### config.mk
export PLATFORM = sky130hd
export DESIGN_NAME = alu_result_select_pipe
export DESIGN_NICKNAME = d
export VERILOG_FILES = /design/src/rtl/alu_sel_defs.sv /design/src/rtl/result_skid_buf.sv /design/src/rtl/alu_result_select_pipe.sv
export SDC_FILE = /design/constraint.sdc
export NUM_CORES = 1
export LEC_CHECK = 0
export CORE_ASPECT_RATIO = 1.5
export CORE_MARGIN = 2
export CORE_UTILIZATION = 36
export DETAILED_ROUTE_END_ITERATION = 7
export PLACE_DENSITY = 0.77
export RECOVER_POWER = 25
export SETUP_SLACK_MARGIN = 0.4
export SYNTH_ARGS = -nofsm -noshare
export SYNTH_HDL_FRONTEND = slang
export SYNTH_SLANG_ARGS = --single-unit
### constraint.sdc
create_clock -name clk -period 4.6 [get_ports clk]
set_clock_uncertainty 0.2 [all_clocks]
set_input_delay 1.15 -clock clk [delete_from_list [all_inputs] [get_ports clk]]
set_output_delay 1.15 -clock clk [all_outputs]
set_load 0.1 [all_outputs]
### src/rtl/alu_sel_defs.sv
// rtl/alu_sel_defs.sv - shared ALU result select codes and default legality mask
//
// Purpose : select-code names for the ALU result mux and the mask of codes
//           that map to a real functional unit.
// Ports   : none (package).

package alu_sel_defs;

   typedef enum logic [2:0] {
      SEL_AND = 3'd0,
      SEL_OR  = 3'd1,
      SEL_ADD = 3'd2,
      SEL_SLT = 3'd3,
      SEL_XOR = 3'd5
   } alu_sel_e;

   localparam int DEFAULT_WIDTH  = 24;
   localparam int DEFAULT_NUM_IN = 8;

   // Built from the code names so the mask can never drift from the enum.
   localparam logic [DEFAULT_NUM_IN-1:0] LEGAL_MASK_DEFAULT =
      (8'd1 << SEL_AND) | (8'd1 << SEL_OR) | (8'd1 << SEL_ADD) |
      (8'd1 << SEL_SLT) | (8'd1 << SEL_XOR);   // 8'b0010_1111

endpackage

### src/rtl/result_skid_buf.sv
// rtl/result_skid_buf.sv - one output register plus one skid register, valid/ready
//
// Purpose : registered valid/ready stage holding up to two beats (output reg
//           and skid reg S). in_ready is a pure register output (!S_full), so
//           there is no combinational path from out_ready to in_ready.
// Ports   :
//   clk, reset           rising-edge clock, synchronous active-high reset
//   in_data/in_valid     upstream beat
//   in_ready             block can accept this cycle
//   out_data/out_valid   registered beat presented downstream
//   out_ready            downstream accepts this cycle

module result_skid_buf #(
   parameter int PW = 26
) (
   input  logic          clk,
   input  logic          reset,
   input  logic [PW-1:0] in_data,
   input  logic          in_valid,
   output logic          in_ready,
   output logic [PW-1:0] out_data,
   output logic          out_valid,
   input  logic          out_ready
);

   logic [PW-1:0] out_q;
   logic          out_vld_q;
   logic [PW-1:0] skid_q;
   logic          skid_full_q;

   logic accept;
   logic out_load;

   assign in_ready  = !skid_full_q;
   assign accept    = in_valid && !skid_full_q;
   // Output reg may take a new beat when empty or when its beat leaves now.
   assign out_load  = !out_vld_q || out_ready;

   assign out_data  = out_q;
   assign out_valid = out_vld_q;

   always_ff @(posedge clk) begin
      if (reset) begin
         out_q       <= '0;
         out_vld_q   <= 1'b0;
         skid_q      <= '0;
         skid_full_q <= 1'b0;
      end else if (out_load) begin
         if (skid_full_q) begin
            // S is older than anything upstream; in_ready was 0, so no
            // beat is accepted this cycle.
            out_q       <= skid_q;
            out_vld_q   <= 1'b1;
            skid_full_q <= 1'b0;
         end else if (accept) begin
            out_q     <= in_data;
            out_vld_q <= 1'b1;
         end else begin
            // Data is left as-is; only the valid flag drops.
            out_vld_q <= 1'b0;
         end
      end else if (accept) begin
         // Output is stalled: park the accepted beat in S.
         skid_q      <= in_data;
         skid_full_q <= 1'b1;
      end
   end

endmodule

### src/rtl/alu_result_select_pipe.sv
// rtl/alu_result_select_pipe.sv - registered ALU result selector with skid buffer
//
// Purpose : picks one of NUM_IN functional-unit results by sel, flags unmapped
//           codes (data forced to 0), computes a zero flag, and registers the
//           beat behind a 2-entry valid/ready skid buffer.
// Ports   :
//   clk, reset     rising-edge clock, synchronous active-high reset
//   in_data        packed results, input i at [i*WIDTH +: WIDTH]
//   sel            result select code
//   in_valid       upstream has a result/sel pair
//   in_ready       block can accept this cycle
//   out_data       selected result
//   out_zero       out_data == 0, travels with the beat
//   out_illegal    beat came from an illegal sel
//   out_valid      out_* valid
//   out_ready      downstream accepts this cycle
//   err_sticky     an illegal sel was accepted since the last clear
//   err_clear      clears err_sticky (an illegal accept in the same cycle wins)

module alu_result_select_pipe
   import alu_sel_defs::*;
#(
   parameter int                WIDTH      = DEFAULT_WIDTH,
   parameter int                NUM_IN     = DEFAULT_NUM_IN,
   parameter int                SEL_W      = $clog2(NUM_IN),
   parameter logic [NUM_IN-1:0] LEGAL_MASK = NUM_IN'(LEGAL_MASK_DEFAULT)
) (
   input  logic                    clk,
   input  logic                    reset,
   input  logic [NUM_IN*WIDTH-1:0] in_data,
   input  logic [SEL_W-1:0]        sel,
   input  logic                    in_valid,
   output logic                    in_ready,
   output logic [WIDTH-1:0]        out_data,
   output logic                    out_zero,
   output logic                    out_illegal,
   output logic                    out_valid,
   input  logic                    out_ready,
   output logic                    err_sticky,
   input  logic                    err_clear
);

   localparam int PW = WIDTH + 2;

   logic [WIDTH-1:0] mux_data;
   logic             sel_legal;
   logic [WIDTH-1:0] res_data;
   logic             res_zero;
   logic [PW-1:0]    res_payload;
   logic [PW-1:0]    out_payload;
   logic             accept;

   // A code that matches no input (sel >= NUM_IN) leaves sel_legal at 0,
   // which covers the range check without a separate compare.
   always_comb begin
      mux_data  = '0;
      sel_legal = 1'b0;
      for (int i = 0; i < NUM_IN; i++) begin
         if (sel == SEL_W'(i)) begin
            mux_data  = in_data[i*WIDTH +: WIDTH];
            sel_legal = LEGAL_MASK[i];
         end
      end
   end

   // Illegal codes never forward whatever happens to sit on an unused lane.
   assign res_data    = sel_legal ? mux_data : '0;
   assign res_zero    = (res_data == '0);
   assign res_payload = {!sel_legal, res_zero, res_data};

   result_skid_buf #(
      .PW (PW)
   ) u_skid (
      .clk       (clk),
      .reset     (reset),
      .in_data   (res_payload),
      .in_valid  (in_valid),
      .in_ready  (in_ready),
      .out_data  (out_payload),
      .out_valid (out_valid),
      .out_ready (out_ready)
   );

   assign out_illegal = out_payload[PW-1];
   assign out_zero    = out_payload[PW-2];
   assign out_data    = out_payload[WIDTH-1:0];

   assign accept = in_valid && in_ready;

   always_ff @(posedge clk) begin
      if (reset) begin
         err_sticky <= 1'b0;
      end else if (accept && !sel_legal) begin
         err_sticky <= 1'b1;
      end else if (err_clear) begin
         err_sticky <= 1'b0;
      end
   end

endmodule

==> results of run 1 <==
-- cell families (layout without fill, tap and decap cells) --
logic type | Yosys count | after routing | share of synthesized area [%]
and+or+nand+nor | 162 | 162 | 21.7
DFF | 55 | 55 | 32.1
muxes | 23 | 23 | 7.25
buffers and inverters | 47 | 186 | 5.68
AOI/OAI and AO/OA | 165 | 165 | 33.3
-- state kept, by name, summed over array words and instances, names as in the netlist --
| register | count |
|---|---|
| u_skid.out_data | 26 |
| u_skid.skid_q | 26 |
| err_sticky | 1 |
| u_skid.out_valid | 1 |
| u_skid.skid_full_q | 1 |
-- per-layer routing --
metal	vias up	routed length, microns	global-route usage [%]
li1	1939	-	-
met1	1809	4640	26.5
met2	212	5720	38.0
met3	30	854	4.11
met4	0	546	12.3
met5	-	0	0
-- path summary, 6_finish.rpt --
check	start	to	slack (ns)	cells past startpoint
max	sel[2]	u_skid.out_data[24]$_SDFFE_PP0P_	0.65	8
min	u_skid.out_data[9]$_SDFFE_PP0P_	u_skid.out_data[9]$_SDFFE_PP0P_	0.25	2
max reg2reg	u_skid.skid_full_q$_SDFFE_PP0P_	u_skid.out_data[6]$_SDFFE_PP0P_	2.51	5
min reg2reg	u_skid.out_data[9]$_SDFFE_PP0P_	u_skid.out_data[9]$_SDFFE_PP0P_	0.25	2
-- tightest hold or removal path, cell delays in order (launching register included) --
cell     delay [ns]
dfxtp_1        0.31
nand2_1        0.05
a21oi_1        0.05
-- area by class of cell --
class                           count  area [sq um]  area share [%]
Clock buffer                        8           156            2.99
Multi-Input combinational cell    350          2140            40.9
Timing Repair Buffer              172          1670            31.9
Sequential cell                    55          1100            21.1
Tap cell                          112           140            2.68
Inverter                            6          22.5           0.431
-- power breakdown --
| part | switching, mW | internal [mW] |
|---|---|---|
| clock network | 0.158 | 0.232 |
| logic | 0.268 | 0.202 |
| registers | 0.0119 | 0.500 |
| total | 0.438 | 0.934 |
-- synthesized netlist by cell type, types with 2 or more instances --
library cell | n | share of area [%]
a32oi_1 | 4 | 1.0
o22ai_1 | 4 | 0.73
nor3_1 | 10 | 1.5
nor2b_1 | 14 | 2.6
mux2_2 | 14 | 4.6
buf_1 | 7 | 0.77
dfxtp_1 | 55 | 32
a21oi_1 | 47 | 6.9
a22o_1 | 10 | 2.6
buf_2 | 3 | 0.44
inv_1 | 4 | 0.44
and2_1 | 2 | 0.36
nand2b_1 | 12 | 2.2
a211oi_1 | 24 | 5.2
inv_2 | 2 | 0.22
nor2_1 | 54 | 5.9
o21ai_0 | 17 | 2.5
a311oi_1 | 3 | 0.77
a21o_1 | 3 | 0.66
o221ai_1 | 3 | 0.77
nand3_1 | 7 | 1.0
a22oi_1 | 14 | 3.1
o22a_1 | 4 | 1.0
a211o_1 | 8 | 2.0
buf_6 | 2 | 0.66
nand2_1 | 51 | 5.6
o32ai_1 | 2 | 0.51
o211ai_1 | 11 | 2.4
clkbuf_1 | 29 | 3.2
nor4_1 | 4 | 0.73
mux2i_1 | 8 | 2.3
==> summary.txt, run 1 <==
STA
  – Crit share post-route: 85.8%
  – Total negative setup slack: 0 ns
  – Least-Margin Pin Slew: 2.34 ns
  – Final setup viols: 0
  – Slew headroom: -55.9%
  – RSZ-0062 raised after global routing: false
  – Worst setup margin: ~0.65 ns
  – Final hold viol count: 0
  – Fmax: 253 MHz
  – Min Clock Period, post-route: 3.95 ns
  – Final Hold Slack: between 0.2 and 0.3 ns
  – Max-slew violations: 57

Die
  – CORE AREA: 0.00925 sq mm
  – Full die area: just over 0.01 sq mm
  – Ports: 229
  – Chip Width: between 80 and 90 microns
  – Die span in y: 124 microns
  – Site row count: 43
  – Initial Util: ~37%

Routing
  – Via count: 3990
  – Total Wirelength: approximately 12 mm
  – Drt first pass iters: 5
  – Drc violations: 0
  – Vias per cell: 5.68
  – ANT nets after route: 0
  – DRT iter0 DRCs: 331
  – Wire per inst: 16.7 microns

Job
  – Max Cap Viol: 1

Finish
  – Commonest non-fill, non-tap cells in the layout: 151 x clkdlybuf4s50_1, 55 x dfxtp_1, 54 x nor2_1
  – Fin util: roughly 57%
  – Synthesis-to-finish area growth: 52.3%
  – Design Area, Final: 0.00523 sq mm
  – Antenna Cells: 0
  – # fillers: 889
  – Fin nets: 790
  – Ratio of cells with drive above 1 in the final layout: 7.28%
  – Most common cell after layout, fill and taps aside: clkdlybuf4s50_1
  – Finished Layout Cells: between 700 and 800

Global route
  – Grt ovf: 0
  – Largest net degree at the start of global routing: 57
  – Vias in the first global route: 3794
  – Total track usage: 22.3%
  – Initial antenna violation count: 0
  – First-pass GRT wire length: 18.7 mm

Critical path
  – CP peak stage delay: 0.59 ns
  – CP Data Arrival Time: 3.94 ns
  – Slowest-stage cell, CP: clkdlybuf4s50_1
  – Worst Setup End Kind: flop
  – Crit path buf inv count: 3
  – CP required: approximately 4.6 ns
  – Worst Setup Path Type: primary input to flop
  – CP Launch Type: primary input
  – Family with the most delay on the worst path: buffers and inverters
  – Critical path, cell by cell: clkdlybuf4s50_1, buf_4, inv_2, a32o_1, o221ai_1, nand3_1, or4_4, o41ai_2
  – Critical Path Fanout Max: 29

Placement
  – Pre-CTS setup slack: ~0.4 ns
  – # placed instances: 695
  – Port Buffer Count: approximately 160
  – Dpl cell area: 0.00508 sq mm
  – Post-DP HPWL: 9.44 mm
  – GP Congestion: 0.915

Clock tree
  – TritonCTS sink count: 55
  – CTS tree: yes
  – Clk slew on worst S/H paths: 0.07 ns
  – CTS max path bufs: 2
  – Clock latency at the later pin of the worst-skew pair: just under 0.3 ns
  – CTS root buf: clkbuf_16
  – CTS HTree Levels: 2
  – Post-cts resize count: 0
  – Postcts setup bufs: 0
  – # hold bufs at CTS: 0
  – Total CTS buffers: 5

Power and ir drop
  – Leak pwr: 1.87 nW
  – Total chip power: 1.37 mW
  – PwrDens: 262 mW/mm^2
  – VDD IR-drop max: 205 uV

Run status
  – Violated checks: capacitance limit, slew limit
  – Status: finished with violations

Yosys
  – Number of synthesized flops with an enable pin: 0
  – Synth Register Bits: 55
  – Post-synth top flop: dfxtp_1
  – Synth Cell Area: 0.00343 sq mm
  – Post-synthesis sequential area ratio: 32.1%
  – Synth warnings: 0
  – Post-Syn Nets: approximately 650
  – Syn_area_per_cell: 7.60 sq um
  – Post-synthesis cell count: 452
  – Synth unique cells: 51
  – Async SR Flop Fraction: 0%

Hold path
  – Worst min-delay path class: flop to flop
No activity file was read; power rests on OpenSTA's default activity.
==> run 2, diff against run 1 <==
GPL_TIMING_DRIVEN = 0   (was unset)
==> summary.txt, run 2 (synthesized netlist as in run 1, its figures left out) <==
Hold path
  – Hold Startpoint: u_skid.out_data[12]$_SDFFE_PP0P_ (was u_skid.out_data[9]$_SDFFE_PP0P_)
  – Hold-critical path depth: 2 (unchanged)
  – Min-Delay Endpoint: u_skid.out_data[12]$_SDFFE_PP0P_ (was u_skid.out_data[9]$_SDFFE_PP0P_)
  – Worst min-delay path class: flop to flop (unchanged)

Routing
  – Vias per cell: 5.71 (was 5.68)
  – Post-Route M1 WL: 5.18 mm (was 4.64 mm)
  – DRT iter0 DRCs: 316 (was 331)
  – Wire per inst: 18.9 microns (was 16.7 microns)
  – Drt first pass iters: 5 (unchanged)
  – WL met3: 943 microns (was 854 microns)
  – Top Metal Used: met4 (unchanged)
  – Drc violations: 0 (unchanged)
  – Via count: 4160 (was 3990)
  – Met2 wire length: 7.15 mm (was 5.72 mm)
  – ANT nets after route: 0 (unchanged)
  – Total Wirelength: 13.8 mm (was 11.8 mm)

Critical path
  – FF-to-FF path depth: 5 (unchanged)
  – Worst Setup End Kind: flop (unchanged)
  – Family with the most delay on the worst path: buffers and inverters (unchanged)
  – Reg2reg start: u_skid.skid_full_q$_SDFFE_PP0P_ (unchanged)
  – CP required: 4.60 ns (about the same)
  – Worst Setup Path Type: primary input to flop (unchanged)
  – CP Launch Type: primary input (unchanged)
  – Crit path buf inv count: 4 (was 3)
  – Slowest-stage cell, CP: dlygate4sd3_1 (was clkdlybuf4s50_1)
  – Critical Path Fanout Max: 10 (was 29)
  – Flop2flop setup slack: 2.52 ns (was 2.51 ns)
  – CP peak stage delay: 0.65 ns (was 0.59 ns)
  – CP Data Arrival Time: 4.04 ns (was 3.94 ns)
  – Critical path, cell by cell: dlygate4sd3_1, inv_1, clkbuf_2, buf_1, a21oi_1, o221ai_2, nand3_1, or4_4, o41ai_2 (was clkdlybuf4s50_1, buf_4, inv_2, a32o_1, o221ai_1, nand3_1, or4_4, o41ai_2)
  – RR Endpoint: u_skid.skid_q[3]$_SDFFE_PP0P_ (was u_skid.out_data[6]$_SDFFE_PP0P_)

Die
  – CORE AREA: 0.00925 sq mm (unchanged)
  – Die span in y: 124 microns (unchanged)
  – Site row count: 43 (unchanged)
  – Chip Width: 83.7 microns (unchanged)
  – Full die area: 0.0104 sq mm (unchanged)
  – Initial Util: 37.1% (unchanged)
  – Ports: 229 (unchanged)

STA
  – Least-Margin Pin Slew: 0.977 ns (was 2.34 ns)
  – Min Clock Period, post-route: 4.04 ns (was 3.95 ns)
  – Crit share post-route: 87.7% (was 85.8%)
  – Fmax: 248 MHz (was 253 MHz)
  – Worst setup margin: 0.565 ns (was 0.652 ns)
  – Max-slew violations: 0 (was 57)
  – RSZ-0062 raised after global routing: false (unchanged)
  – Slew headroom: 34.6% (was -55.9%)
  – Final hold viol count: 0 (unchanged)
  – Total negative setup slack: 0 ns (unchanged)
  – Final setup viols: 0 (unchanged)

Placement
  – Pre-CTS setup slack: -0.188 ns (was 0.403 ns)
  – Post-DP HPWL: 11.3 mm (was 9.44 mm)
  – Port Buffer Count: 157 (was 158)
  – GP Congestion: 0.914 (was 0.915)

Clock tree
  – Total CTS buffers: 5 (unchanged)
  – CTS root buf: clkbuf_16 (unchanged)
  – Clk slew on worst S/H paths: 0.07 ns (about the same)
  – CTS max path bufs: 2 (unchanged)
  – CTS tree: yes (unchanged)
  – Clock latency at the later pin of the worst-skew pair: 0.29 ns (about the same)
  – CTS HTree Levels: 2 (unchanged)
  – # hold bufs at CTS: 0 (unchanged)
  – TritonCTS sink count: 55 (unchanged)

Finish
  – Fin nets: 816 (was 790)
  – Most common cell after layout, fill and taps aside: clkdlybuf4s50_1 (unchanged)
  – Antenna Cells: 0 (unchanged)
  – Commonest non-fill, non-tap cells in the layout: 137 x clkdlybuf4s50_1, 55 x dfxtp_1, 54 x nor2_1 (was 151 x clkdlybuf4s50_1, 55 x dfxtp_1, 54 x nor2_1)
  – Ratio of cells with drive above 1 in the final layout: 6.17% (was 7.28%)
  – Synthesis-to-finish area growth: 55.1% (was 52.3%)

Power and ir drop
  – Internal power: 955 uW (was 934 uW)
  – Net Sw Frac: 32.6% (was 31.9%)
  – Leak pwr: 1.92 nW (was 1.87 nW)
  – Net switching power: 463 uW (was 438 uW)
  – Gate power share: 34.2% (was 34.3%)
  – PwrDens: 266 mW/mm^2 (was 262 mW/mm^2)
  – VDD IR-drop max: 244 uV (was 205 uV)
  – Clk pwr share: 29.7% (was 28.4%)
  – Sequential power share: 36.1% (was 37.3%)

Global route
  – Grt ovf: 0 (unchanged)
  – Largest net degree at the start of global routing: 16 (was 57)
  – First-pass GRT wire length: 21.0 mm (was 18.7 mm)
  – Total track usage: 26.0% (was 22.3%)
  – Vias in the first global route: 4079 (was 3794)
  – Initial antenna violation count: 0 (unchanged)

Run status
  – Status: finished clean (was finished with violations)

Job
  – Max Cap Viol: 0 (was 1)
-- run 2: cell type report --
cell class	count	area, sq um
Fill cell	884	3930
Multi-Input combinational cell	350	2150
Timing Repair Buffer	157	1570
Sequential cell	55	1100
Buffer	41	179
Tap cell	112	140
Clock buffer	6	129
Clock inverter	1	30.0
Inverter	6	22.5
-- run 2: power by group through the flow --
stage          Clock, mW  Sequential (mW)  Combinational (mW)
2_1_floorplan          0            0.630               0.167
3_3_place_gp           0            0.522               0.479
3_5_place_dp           0            0.523               0.482
4_1_cts            0.423            0.512               0.484
5_1_grt            0.439            0.514               0.513
6_report           0.421            0.511               0.485
-- run 2: how the worst max path moves through the flow --
| stage | from | to | slack (ns) | cells past startpoint |
|---|---|---|---|---|
| after floorplan | sel[1] | u_skid.out_data[24]$_SDFFE_PP0P_ | 1.02 | 8 |
| after global placement | sel[2] | u_skid.out_data[24]$_SDFFE_PP0P_ | -0.16 | 10 |
| after detailed placement | sel[2] | u_skid.out_data[24]$_SDFFE_PP0P_ | -0.19 | 10 |
| after CTS | sel[0] | u_skid.out_data[24]$_SDFFE_PP0P_ | 0.42 | 9 |
| after global routing | sel[0] | u_skid.out_data[24]$_SDFFE_PP0P_ | 0.41 | 9 |
| final | sel[0] | u_skid.out_data[24]$_SDFFE_PP0P_ | 0.56 | 9 |
-- run 2: tightest hold or removal path: stages, from the launching register on --
cell,delay (ns)
dfxtp_1,0.31
nand2_1,0.05
a21oi_1,0.05
-- run 2: what timing repair did --
item | 4_1_cts | 5_1_grt
pin swaps | 0 | 0
setup endpoints to repair | 11 | 5
setup buffers | 0 | 0
gates resized for setup | 2 | 8
-- run 2: stage by stage --
step | area, sq um | cells | total power, mW | util (%) | hold slack, ns
5_1_grt | 5320 | 728 | 1.47 | 57.5 | 0.271
2_1_floorplan | 3430 | 452 | 0.797 | - | 0.236
4_1_cts | 5310 | 728 | 1.42 | 57.3 | 0.255
6_report | 5320 | 728 | 1.42 | 57.5 | 0.250
3_5_place_dp | 5140 | 721 | 1.00 | 55.6 | 0.245
3_3_place_gp | 5140 | 721 | 1.00 | 55.6 | 0.241
-- run 2: metal layers --
metal / global-route usage [%] / vias to the layer above
li1: - / 1986
met1: 29.1 / 1923
met2: 48.5 / 214
met3: 3.51 / 37
met4: 12.7 / 0
met5: 0 / -
==> run 3, diff against run 2 <==
CORE_AREA = 2 2 88 90   (was unset)
CORE_ASPECT_RATIO = unset   (was 1.5)
CORE_MARGIN = unset   (was 2)
CORE_UTILIZATION = unset   (was 36)
DIE_AREA = 0 0 90 92   (was unset)
DONT_BUFFER_PORTS = 1   (was unset)
PLACE_DENSITY = 0.58   (was 0.77)
==> summary.txt, run 3 (synthesized netlist as in run 1, its figures left out) <==
Run status
  – Status: finished clean (unchanged)

Clock tree
  – CTS HTree Levels: 2 (unchanged)
  – CTS root buf: clkbuf_8 (was clkbuf_16)
  – CTS tree: yes (unchanged)
  – Clock latency at the later pin of the worst-skew pair: 0.31 ns (was 0.29 ns)
  – TritonCTS sink count: 55 (unchanged)
  – Total CTS buffers: 5 (unchanged)
  – CTS max path bufs: 2 (unchanged)
  – # hold bufs at CTS: 0 (unchanged)
  – Clk slew on worst S/H paths: 0.10 ns (was 0.07 ns)
  – Post-cts resize count: 0 (was 2)
  – Postcts setup bufs: 0 (unchanged)

Die
  – Die span in y: 92 microns (was 124 microns)
  – Initial Util: 46.1% (was 37.1%)
  – Site row count: 32 (was 43)
  – CORE AREA: 0.00745 sq mm (was 0.00925 sq mm)
  – Chip Width: 90 microns (was 83.7 microns)
  – Full die area: 0.00828 sq mm (was 0.0104 sq mm)
  – Ports: 229 (unchanged)

Critical path
  – CP Data Arrival Time: 3.82 ns (was 4.04 ns)
  – CP peak stage delay: 0.60 ns (was 0.65 ns)
  – Slowest-stage cell, CP: o32ai_1 (was dlygate4sd3_1)
  – Critical path, cell by cell: buf_6, buf_2, buf_2, buf_1, clkbuf_1, a211oi_1, o32ai_1, nor4_1, nand3_1, o41ai_2 (was dlygate4sd3_1, inv_1, clkbuf_2, buf_1, a21oi_1, o221ai_2, nand3_1, or4_4, o41ai_2)
  – Worst Setup Path Type: primary input to flop (unchanged)
  – CP Launch Type: primary input (unchanged)
  – CP required: 4.59 ns (was 4.60 ns)
  – Worst Setup End Kind: flop (unchanged)
  – CP most frequent cell: buf_2
  – Critical Path Fanout Max: 10 (unchanged)

Routing
  – Vias per cell: 6.46 (was 5.71)
  – DRT iter0 DRCs: 229 (was 316)
  – ANT nets after route: 0 (unchanged)
  – Via count: 3629 (was 4160)
  – Drc violations: 0 (unchanged)
  – Wire per inst: 24.7 microns (was 18.9 microns)
  – Drt first pass iters: 5 (unchanged)
  – Total Wirelength: 13.9 mm (was 13.8 mm)

Power and ir drop
  – Leak pwr: 1.24 nW (was 1.92 nW)
  – Internal power: 765 uW (was 955 uW)
  – VDD IR-drop max: 182 uV (was 244 uV)
  – PwrDens: 325 mW/mm^2 (was 266 mW/mm^2)
  – Sequential power share: 52.0% (was 36.1%)
  – Clk pwr share: 28.6% (was 29.7%)
  – Total chip power: 1.20 mW (was 1.42 mW)
  – Net switching power: 433 uW (was 463 uW)
  – Gate power share: 19.3% (was 34.2%)
  – Net Sw Frac: 36.2% (was 32.6%)

STA
  – Slew headroom: 31.7% (was 34.6%)
  – Fmax: 261 MHz (was 248 MHz)
  – Total negative setup slack: 0 ns (unchanged)
  – Max-slew violations: 0 (unchanged)
  – Final hold viol count: 0 (unchanged)
  – RSZ-0062 raised after global routing: false (unchanged)
  – Worst setup margin: 0.769 ns (was 0.565 ns)
  – Final setup viols: 0 (unchanged)
  – Least-Margin Pin Slew: 1.02 ns (was 0.977 ns)
  – Crit share post-route: 83.3% (was 87.7%)
  – Min Clock Period, post-route: 3.83 ns (was 4.04 ns)

Hold path
  – Worst min-delay path class: flop to flop (unchanged)

Placement
  – Post-DP HPWL: 11.3 mm (about the same)
  – Port Buffer Count: 0 (was 157)
  – Pre-CTS setup slack: 0.443 ns (was -0.188 ns)
  – # placed instances: 554 (was 721)
  – GP Congestion: 0.984 (was 0.914)

Finish
  – Most common cell after layout, fill and taps aside: dfxtp_1 (was clkdlybuf4s50_1)
  – Fin nets: 659 (was 816)
  – Ratio of cells with drive above 1 in the final layout: 7.39% (was 6.17%)
  – Commonest non-fill, non-tap cells in the layout: 55 x dfxtp_1, 54 x nor2_1, 51 x nand2_1 (was 137 x clkdlybuf4s50_1, 55 x dfxtp_1, 54 x nor2_1)
  – Antenna Cells: 0 (unchanged)
  – # fillers: 770 (was 884)
  – Fin util: 49.5% (was 57.5%)
  – Synthesis-to-finish area growth: 7.29% (was 55.1%)
  – Finished Layout Cells: 562 (was 728)

Global route
  – Grt ovf: 0 (unchanged)
  – First-pass GRT wire length: 20.9 mm (was 21.0 mm)
  – Largest net degree at the start of global routing: 18 (was 16)
  – Total track usage: 33.3% (was 26.0%)
  – Vias in the first global route: 3523 (was 4079)
  – Initial antenna violation count: 1 (was 0)

Job
  – Max Cap Viol: 0 (unchanged)
## run 3: cell types whose count changed in the layout (fill, tap and decap cells not counted), sizes merged
cell / previous run / this run
clkdlybuf4s50: 137 / 0
dlygate4sd3: 20 / 0
inv: 6 / 7
## run 3: cell type report
type,instances,area [sq um],share of cell area [%]
flip-flops and latches,55,1100,29.9
clock buffers,6,82.6,2.24
multi-input cells,350,2140,58.0
inverters,6,22.5,0.611
plain buffers,41,174,4.72
clock inverters,2,38.8,1.05
well taps,102,128,3.46
## run 3: final timing paths
check | startpoint | endpoint | slack (ns) | cells past startpoint
worst max-delay path | sel[1] | u_skid.out_data[24]$_SDFFE_PP0P_ | 0.77 | 10
worst min-delay path | u_skid.skid_q[25]$_SDFFE_PP0P_ | u_skid.skid_q[25]$_SDFFE_PP0P_ | 0.26 | 2
worst max register to register | u_skid.out_valid$_SDFFE_PP0P_ | u_skid.skid_q[17]$_SDFFE_PP0P_ | 1.68 | 5
worst min register to register | u_skid.skid_q[25]$_SDFFE_PP0P_ | u_skid.skid_q[25]$_SDFFE_PP0P_ | 0.26 | 2
## run 3: routing by layer
layer | GRT usage, % | vias to the layer above | share of wire (%)
li1 | - | 1683 | -
met1 | 42.5 | 1707 | 41
met2 | 55.0 | 219 | 46
met3 | 11.3 | 18 | 11
met4 | 7.05 | 2 | 1.9
met5 | 0 | - | 0.050
## run 3: critical path: cells and delay by family
kind,cells,cell delay [ns]
buf+inv,5,1.49
simple gates,2,0.34
compound gates,3,0.83
## run 3: power groups by stage
stage | Sequential, mW | Clock [mW] | Combinational [mW]
finish | 0.623 | 0.343 | 0.231
global placement | 0.633 | 0 | 0.226
global route | 0.626 | 0.368 | 0.253
floorplan | 0.630 | 0 | 0.167
detailed placement | 0.634 | 0 | 0.226
CTS | 0.623 | 0.347 | 0.228
## run 3: through the flow
step           hold slack, ns  area (sq um)
2_1_floorplan           0.236          3430
3_3_place_gp            0.241          3560
6_report                0.265          3680
5_1_grt                 0.300          3680
3_5_place_dp            0.247          3560
4_1_cts                 0.260          3680
